--- config.mk ---
export PLATFORM = sky130hd
export DESIGN_NAME = vm_change_dispenser
export DESIGN_NICKNAME = d
export VERILOG_FILES = /design/src/rtl/vm_pkg.sv /design/src/rtl/vm_timeout_ctr.sv /design/src/rtl/vm_change_dispenser.sv
export SDC_FILE = /design/constraint.sdc
export NUM_CORES = 1
export LEC_CHECK = 0
export ABC_AREA = 1
export CORE_MARGIN = 2
export CORE_UTILIZATION = 40
export CTS_CLUSTER_DIAMETER = 60
export DETAILED_ROUTE_END_ITERATION = 10
export PLACE_DENSITY = 0.65
export SLEW_MARGIN = 40
export SYNTH_ARGS = -nofsm -noshare
export SYNTH_HDL_FRONTEND = slang
export SYNTH_SLANG_ARGS = --single-unit
--- constraint.sdc ---
create_clock -name clk -period 2.95 [get_ports clk]
set_input_delay 0.59 -clock clk [delete_from_list [all_inputs] [get_ports clk]]
set_output_delay 0.59 -clock clk [all_outputs]
set_load 0.1 [all_outputs]
--- src/rtl/vm_pkg.sv ---
// ------------------------------------------------------------------
// vm_pkg: coin codes, dispenser state encoding and change width.
// Rev 1.0
// ------------------------------------------------------------------
`default_nettype none

package vm_pkg;

   localparam int CHANGE_W = 3;

   localparam logic [1:0] COIN_ONE  = 2'b00;
   localparam logic [1:0] COIN_TWO  = 2'b01;
   localparam logic [1:0] COIN_FIVE = 2'b10;

   typedef enum logic [1:0] {
      ST_IDLE  = 2'd0,
      ST_ISSUE = 2'd1,
      ST_GAP   = 2'd2,
      ST_FAULT = 2'd3
   } disp_state_e;

   // Largest coin the dispenser may issue; five-unit coins are never paid out.
   function automatic logic [1:0] coin_for(input logic [CHANGE_W-1:0] rem);
      return (rem >= 3'd2) ? COIN_TWO : COIN_ONE;
   endfunction

   function automatic logic [CHANGE_W-1:0] coin_value(input logic [1:0] code);
      logic [CHANGE_W-1:0] val;
      case (code)
         COIN_TWO:  val = 3'd2;
         COIN_FIVE: val = 3'd5;
         default:   val = 3'd1;
      endcase
      return val;
   endfunction

endpackage

`default_nettype wire

--- src/rtl/vm_timeout_ctr.sv ---
// ------------------------------------------------------------------
// vm_timeout_ctr: 8-bit hopper wait counter flagging when TIMEOUT is reached.
// Rev 1.0
// ------------------------------------------------------------------
`default_nettype none

module vm_timeout_ctr #(
   parameter int unsigned TIMEOUT = 15
) (
   input  logic clk,
   input  logic rst_n,
   input  logic clear,
   input  logic enable,
   output logic expired
);

   logic [7:0] count_q;
   logic [7:0] count_d;

   always_comb begin
      count_d = count_q;
      if (clear) begin
         count_d = '0;
      end else if (enable && (count_q != 8'hFF)) begin
         count_d = count_q + 8'd1;
      end
   end

   // Asserted in the cycle whose unacknowledged increment would reach TIMEOUT.
   assign expired = enable && !clear && (({1'b0, count_q} + 9'd1) >= 9'(TIMEOUT));

   always_ff @(posedge clk or negedge rst_n) begin
      if (!rst_n) begin
         count_q <= '0;
      end else begin
         count_q <= count_d;
      end
   end

endmodule

`default_nettype wire

--- src/rtl/vm_change_dispenser.sv ---
// ------------------------------------------------------------------
// vm_change_dispenser: pays change as 2-unit then 1-unit coins over valid/ack.
// Rev 1.0
// ------------------------------------------------------------------
`default_nettype none

module vm_change_dispenser
   import vm_pkg::*;
#(
   parameter int unsigned TIMEOUT = 15
) (
   input  logic                clk,
   input  logic                rst_n,
   input  logic                req_valid,
   input  logic [CHANGE_W-1:0] req_amount,
   output logic                coin_valid,
   output logic [1:0]          coin_code,
   input  logic                coin_ack,
   output logic                busy,
   output logic                done,
   output logic                fault,
   output logic                overflow,
   input  logic                fault_clr
);

   disp_state_e         state_q, state_d;
   logic [CHANGE_W-1:0] remaining_q, remaining_d;
   logic [CHANGE_W-1:0] pend_amt_q, pend_amt_d;
   logic                pend_full_q, pend_full_d;
   logic                coin_valid_q, coin_valid_d;
   logic [1:0]          coin_code_q, coin_code_d;
   logic                busy_q, busy_d;
   logic                done_q, done_d;
   logic                fault_q, fault_d;
   logic                overflow_q, overflow_d;

   logic                req_nz;
   logic                capture;
   logic                drop;
   logic [CHANGE_W-1:0] rem_after;
   logic                ctr_clear;
   logic                ctr_enable;
   logic                ctr_expired;

   assign req_nz     = req_valid && (req_amount != '0);
   assign rem_after  = remaining_q - coin_value(coin_code_q);
   assign ctr_clear  = (state_q != ST_ISSUE) || coin_ack;
   assign ctr_enable = (state_q == ST_ISSUE) && !coin_ack;

   vm_timeout_ctr #(
      .TIMEOUT (TIMEOUT)
   ) u_timeout_ctr (
      .clk     (clk),
      .rst_n   (rst_n),
      .clear   (ctr_clear),
      .enable  (ctr_enable),
      .expired (ctr_expired)
   );

   always_comb begin
      state_d     = state_q;
      remaining_d = remaining_q;
      pend_full_d = pend_full_q;
      pend_amt_d  = pend_amt_q;
      done_d      = 1'b0;
      capture     = 1'b0;
      drop        = 1'b0;

      case (state_q)
         ST_IDLE: begin
            if (req_nz) begin
               remaining_d = req_amount;
               state_d     = ST_ISSUE;
            end
         end
         ST_ISSUE: begin
            if (coin_ack) begin
               if (rem_after != '0) begin
                  remaining_d = rem_after;
                  state_d     = ST_GAP;
                  capture     = 1'b1;
               end else begin
                  // Request complete: chain straight into a pended or coincident request.
                  done_d = 1'b1;
                  if (pend_full_q) begin
                     remaining_d = pend_amt_q;
                     pend_full_d = 1'b0;
                     pend_amt_d  = '0;
                     drop        = req_nz;
                  end else if (req_nz) begin
                     remaining_d = req_amount;
                  end else begin
                     remaining_d = '0;
                     state_d     = ST_IDLE;
                  end
               end
            end else if (ctr_expired) begin
               state_d     = ST_FAULT;
               remaining_d = '0;
               pend_full_d = 1'b0;
               pend_amt_d  = '0;
            end else begin
               capture = 1'b1;
            end
         end
         ST_GAP: begin
            state_d = ST_ISSUE;
            capture = 1'b1;
         end
         ST_FAULT: begin
            remaining_d = '0;
            pend_full_d = 1'b0;
            pend_amt_d  = '0;
            if (fault_clr) begin
               state_d = ST_IDLE;
            end
         end
         default: begin
            state_d = ST_IDLE;
         end
      endcase

      if (capture && req_nz) begin
         if (pend_full_q) begin
            drop = 1'b1;
         end else begin
            pend_full_d = 1'b1;
            pend_amt_d  = req_amount;
         end
      end

      overflow_d   = (overflow_q && !fault_clr) || drop;
      coin_valid_d = (state_d == ST_ISSUE);
      coin_code_d  = (state_d == ST_ISSUE) ? coin_for(remaining_d) : coin_code_q;
      busy_d       = (state_d != ST_IDLE);
      fault_d      = (state_d == ST_FAULT);
   end

   always_ff @(posedge clk or negedge rst_n) begin
      if (!rst_n) begin
         state_q      <= ST_IDLE;
         remaining_q  <= '0;
         pend_full_q  <= 1'b0;
         pend_amt_q   <= '0;
         coin_valid_q <= 1'b0;
         coin_code_q  <= COIN_ONE;
         busy_q       <= 1'b0;
         done_q       <= 1'b0;
         fault_q      <= 1'b0;
         overflow_q   <= 1'b0;
      end else begin
         state_q      <= state_d;
         remaining_q  <= remaining_d;
         pend_full_q  <= pend_full_d;
         pend_amt_q   <= pend_amt_d;
         coin_valid_q <= coin_valid_d;
         coin_code_q  <= coin_code_d;
         busy_q       <= busy_d;
         done_q       <= done_d;
         fault_q      <= fault_d;
         overflow_q   <= overflow_d;
      end
   end

   assign coin_valid = coin_valid_q;
   assign coin_code  = coin_code_q;
   assign busy       = busy_q;
   assign done       = done_q;
   assign fault      = fault_q;
   assign overflow   = overflow_q;

endmodule

`default_nettype wire

# --- Word level (Yosys, flattened, before mapping) ---
# Index checks and enable logic that the tools add are counted.
totals:
  regBits: 24
  latch_bits: 0
  mem_bits_rw: 0
  rom_bits: 0
  input_bits: 8
  out_inout_bits: 7
  wordCells: 87
  n_memories: 0
op_classes:
  add_sub_neg: 3
  mul: 0
  div_mod_pow: 0
  magnitude_cmp: 2
  n_eq_ne: 9
  shifts: 0
  mux: 45
  bitwise_logic: 0
  reduce_logical: 17
op_table:
  columns: ["operator", "count"]
  rows:
  - ["$mux 3", 12]
  - ["$mux 1", 18]
  - ["$mux 8", 2]
  - ["$mux 2", 7]
  - ["$pmux 3 s2", 2]
  - ["$add 8x1->9 const B", 1]
  - ["$ge 9x4->1 const B", 1]
  - ["$pmux 3 s3", 1]
  - ["$add 8x1->8 const B", 1]
  - ["$eq 2x2->1 const B", 4]
  - ["$ne 8x8->1 const B", 1]
  - ["$pmux 2 s4", 1]
  - ["$logic_and 1x1->1", 7]
  - ["$eq 2x1->1 const B", 3]
  - ["$reduce_bool 3->1", 2]
  - ["$pmux 1 s2", 2]
  - ["$reduce_bool 2->1", 2]
  - ["$ge 3x2->1 const B", 1]
  - ["$logic_not 1->1", 3]
  - ["$sub 3x3->3", 1]
  - ["$logic_not 2->1", 1]
  - ["$logic_or 1x1->1", 2]
  - ["$ne 2x1->1 const B", 1]

# --- Longest topological paths before layout ---
logic_depth:
  ltp_word: 11
  depth_mapped: 17
  depth_no_buf: 17

# --- Modules after synthesis ---
# Synthesis repeated with hierarchy kept, for this count alone.
hier_totals:
  hier_cells: 222
  area_unflattened_um2: 1600.3
modules_own_cells:
  columns: ["mod", "instances", "cells_per_inst", "area_each_um2", "seq_area_each_um2"]
  rows:
  - ["vm_change_dispenser", 1, 146, 1042.2, 375.4]
  - ["vm_timeout_ctr", 1, 76, 558.0, 200.2]

# --- Worst setup path after synthesis ---
# Ideal clock, no wire load.
synth_path:
  kind: "register to register"
  from: "register coin_code_q[0], in the netlist coin_code[0]"
  to: "register coin_code_q[0], in the netlist coin_code[0]"
  setup_time_ns: 0.122
  t_arrival_ns: 2.741
  required_time_ns: 2.828
  path_slack_ns: 0.087
  path_stages_with_launch: 15
  path_buffers: 0
  synth_period_minus_slack_ns: 2.863
  path_cell_list: "dfrtp_1 inv_1 ha_1 inv_1 fa_1 nor2_1 nand3_1 nor2_1 a21oi_1 nand2_1 nand2_1 nand2_1 nand2_1 nand2_1 nand2_1"
synth_between:
  elab_chain_cells: 9
  elab_cells_between_ends: 14
  classes_between: "1 x add/sub; 1 x order compare; 3 x eq/ne; 8 x mux; 1 x reduce/logical"
synth_rtl:
  columns: ["element", "line", "source"]
  rows:
  - ["start, declared", "vm_change_dispenser.sv:31", "logic [1:0] coin_code_q, coin_code_d;"]
  - ["start signal, assigned", "vm_change_dispenser.sv:157", "coin_code_q <= coin_code_d;"]
  - ["$eq 2x2->1 or $eq 2x1->1 (tied branches)", "vm_pkg.sv:29", "case (code)"]
  - ["$pmux 3 s2 *", "vm_pkg.sv:29", null]
  - ["$sub 3x3->3 *", "vm_change_dispenser.sv:46", "assign rem_after = remaining_q - coin_value(coin_code_q);"]
  - ["$reduce_bool 3->1", "vm_change_dispenser.sv:78", "if (rem_after != '0) begin"]
  - ["$mux 3", "vm_change_dispenser.sv:78", null]
  - ["$mux 3", "vm_change_dispenser.sv:77", "if (coin_ack) begin"]
  - ["$pmux 3 s3", "vm_change_dispenser.sv:69", "case (state_q)"]
  - ["$ge 3x2->1", "vm_pkg.sv:24", "return (rem >= 3'd2) ? COIN_TWO : COIN_ONE;"]
  - ["$mux 1", "vm_pkg.sv:24", null]
# Mark *: on every way between the ends. The rest lies on a longest branch, timed or not.
# A chain may end at the register's enable or synchronous reset.

# --- Worst setup path after layout ---
# Same ends and word-level chain as after synthesis.

==> flow_summary.yaml <==
finish:
  fillers: 396
  final_common_cell: "nand2_1"
  drive_above_1_share: 0.105
  area_delta_synth_final_pct: 13.7
  mostFrequentLayoutCells: "nand2_1, inv_1, dfrtp_1, nor2_1, nand3_1"
  nets: 266
  num_antenna_cells: 0
grt:
  global_route.usage.total: 0.163
  grt_pass1_wl_mm: 5.60
  grt_pass1_vias: 1290
  grt.overflow.total: 0
  grt_max_degree: 24
  antenna_found_initial: 0
clock_network:
  numCtsBuffers: 3
  cts-root-buf: "clkbuf_8"
  postCtsSetupRepairBufs: 0
  clockBufferDepth: 2
  cts_sinks: 23
  cts_tree: "built"
  clkTransAtPathRegs_ns: 0.09
  hold_buffers: 0
  htree_num_levels: 1
  clock_latency_ns: 0.27
  cts_resized: 0
synth:
  yosysUniqueCellTypes: 32
  netlist_top_cells_area: "dfrtp_1, nand2_1, inv_1, ha_1, nor2_1"
  netlist_area_um2: 1620
  synth_top_area_share: 0.355
  synth_nets: 248
  synth_cells: 231
  ys_ff_latch: 23
  syn_avg_cell_area_um2: 7.02
  synth_warnings: 0
  ys_seq_area_frac: 0.355
  yosys.area.top_type: "dfrtp_1"
timing:
  rsz0062_at_grt: "no"
  fin_crit_sh: 0.820
  setup_viol: 0
  tns_ns: 0
  tightest_slew_ns: 0.553
  final-hold-violation-count: 0
  finalCriticalPeriod_ns: 2.42
  fin_worst_skew_ns: 0.00290
  slew_headroom: 0.628
  timing.fmax_mhz: 413
  worst_slack_ns: 0.531
  finalMaxSlewViolations: 0
power:
  cellLeakagePower_nw: 1.02
  pwr-share-clk: 0.111
  intPower_mw: 0.849
  combPwrFrac: 0.626
  seq_power_share: 0.262
  p_sw_frac: 0.537
  p_sw_mw: 0.985
  power_density_nw_per_um2: 994
  ir_drop_v: 0.000649
floorplan:
  io_pins: 15
  core_um2: 3940
  die_h_um: 67.7
  num_rows: 23
  die_x_um: 67.7
  die-area_um2: 4580
  start_util: 0.411
run:
  max-cap-violations: 0
placed_design:
  io_buffers: 13
  pre_cts_ws_ns: 0.529
  dp_hpwl_mm: 2.61
  place_congestion: 0.885
drt:
  post_drt_wl_per_cell_um: 11.2
  drt_iter0_drc: 64
  vias: 1421
  drt_pass1_iterations: 4
  totalWireLength_mm: 3.33
  via_per_inst: 4.77
  drtAntennaViolNets: 0
  drc_errors: 0
min_path:
  min_delay_path_depth: 2
  hold_path.class: "reg2reg"
critical_path:
  critical_path_class: "reg2reg"
  cp-start-kind: "register"
  end_kind: "register"
  path_max_fanout: 5
  cp_data_required_time_ns: 3.12
  r2r_cells: 14
  arrival_ns: 2.59
run_status:
  status: "complete, no violations"
[cells by family after synthesis]
group                      share of synthesized area
and+or+nand+nor                                0.342
buffers and inverters                          0.116
AOI/OAI and AO/OA                              0.111
DFF                                            0.355
adders and majority gates                     0.0741
other                                        0.00231
[Yosys cell counts]
cell / count
o211ai_1: 2
o31ai_1: 1
o21ai_0: 8
nand2_1: 68
inv_1: 42
buf_6: 1
o21ai_1: 4
nand2_4: 2
a21oi_1: 7
conb_1: 1
fa_1: 1
o221ai_1: 1
nand3b_1: 1
nor4_1: 1
nand3_1: 14
buf_4: 1
dfrtp_1: 23
inv_2: 2
a31oi_1: 1
a21oi_2: 1
ha_1: 8
o21ai_2: 1
nor3_1: 3
nand3_2: 2
nand4_1: 3
nor2_1: 21
o21bai_1: 2
nor2_2: 3
nand2_2: 1
a21boi_0: 2
clkinv_1: 1
nand3_4: 2
[sequential cells by signal, summed over array words and instances, names as in the netlist]
signal                 cells
u_timeout_ctr.count_q      8
done                       1
fault                      1
busy                       1
pend_full_q                1
overflow                   1
coin_code                  1
remaining_q                3
coin_valid                 1
pend_amt_q                 3
state_q                    2
[power by group through the flow]
stage	Combinational, mW	Sequential, mW	Clock, mW
after detailed placement	1.15	0.488	0
after global routing	1.28	0.497	0.225
after CTS	1.15	0.483	0.214
after floorplan	0.708	0.686	0
final	1.15	0.481	0.204
after global placement	1.14	0.490	0
[per-layer routing]
metal / share of wire / global-route usage / up-vias
met4: 0.015 / 0.0740 / 0
met3: 0.020 / 0.0233 / 4
met1: 0.48 / 0.212 / 642
met2: 0.49 / 0.268 / 21
li1: - / - / 754
met5: 0 / 0 / -
[path summary, 6_finish.rpt]
check                                            to  slack, ns                     start
min in group asynchronous  remaining_q[1]$_DFF_PN0_       0.68                     rst_n
setup reg to reg           coin_code[0]$_DFFE_PN0P_       0.53  coin_code[0]$_DFFE_PN0P_
max in group asynchronous           fault$_DFF_PN0_       2.05                     rst_n
setup / recovery           coin_code[0]$_DFFE_PN0P_       0.53  coin_code[0]$_DFFE_PN0P_
hold / removal                   overflow$_DFF_PN0_       0.50        overflow$_DFF_PN0_
hold reg to reg                  overflow$_DFF_PN0_       0.50        overflow$_DFF_PN0_
[critical path: stages (launching register included)]
cell,delay [ns]
dfrtp_1,0.41
inv_1,0.11
ha_1,0.15
inv_1,0.04
fa_1,0.44
nor2_1,0.17
nand3_1,0.17
nor2_1,0.29
a21oi_1,0.11
nand2_1,0.07
nand2_1,0.04
nand2_1,0.13
nand2_1,0.08
nand2_1,0.06
nand2_1,0.04
[stage by stage]
stage	instance area [um^2]	cells	hold slack, ns	util	total power [mW]
2_1_floorplan	1620	231	0.294	-	1.39
3_3_place_gp	1800	294	0.492	0.455	1.63
3_5_place_dp	1800	294	0.492	0.455	1.64
4_1_cts	1840	298	0.515	0.468	1.85
5_1_grt	1840	298	0.537	0.468	2.01
6_report	1840	298	0.504	0.468	1.83
[cell type report]
cell class	instances	area [um^2]	area share
multi-input combinational	161	858	0.465
sequential	23	576	0.312
inverter	45	169	0.0916
timing repair buffer	15	130	0.0706
tap	50	62.6	0.0339
clock buffer	3	41.3	0.0224
clock inverter	1	7.51	0.00407
Power figures use the tool's default switching activity.
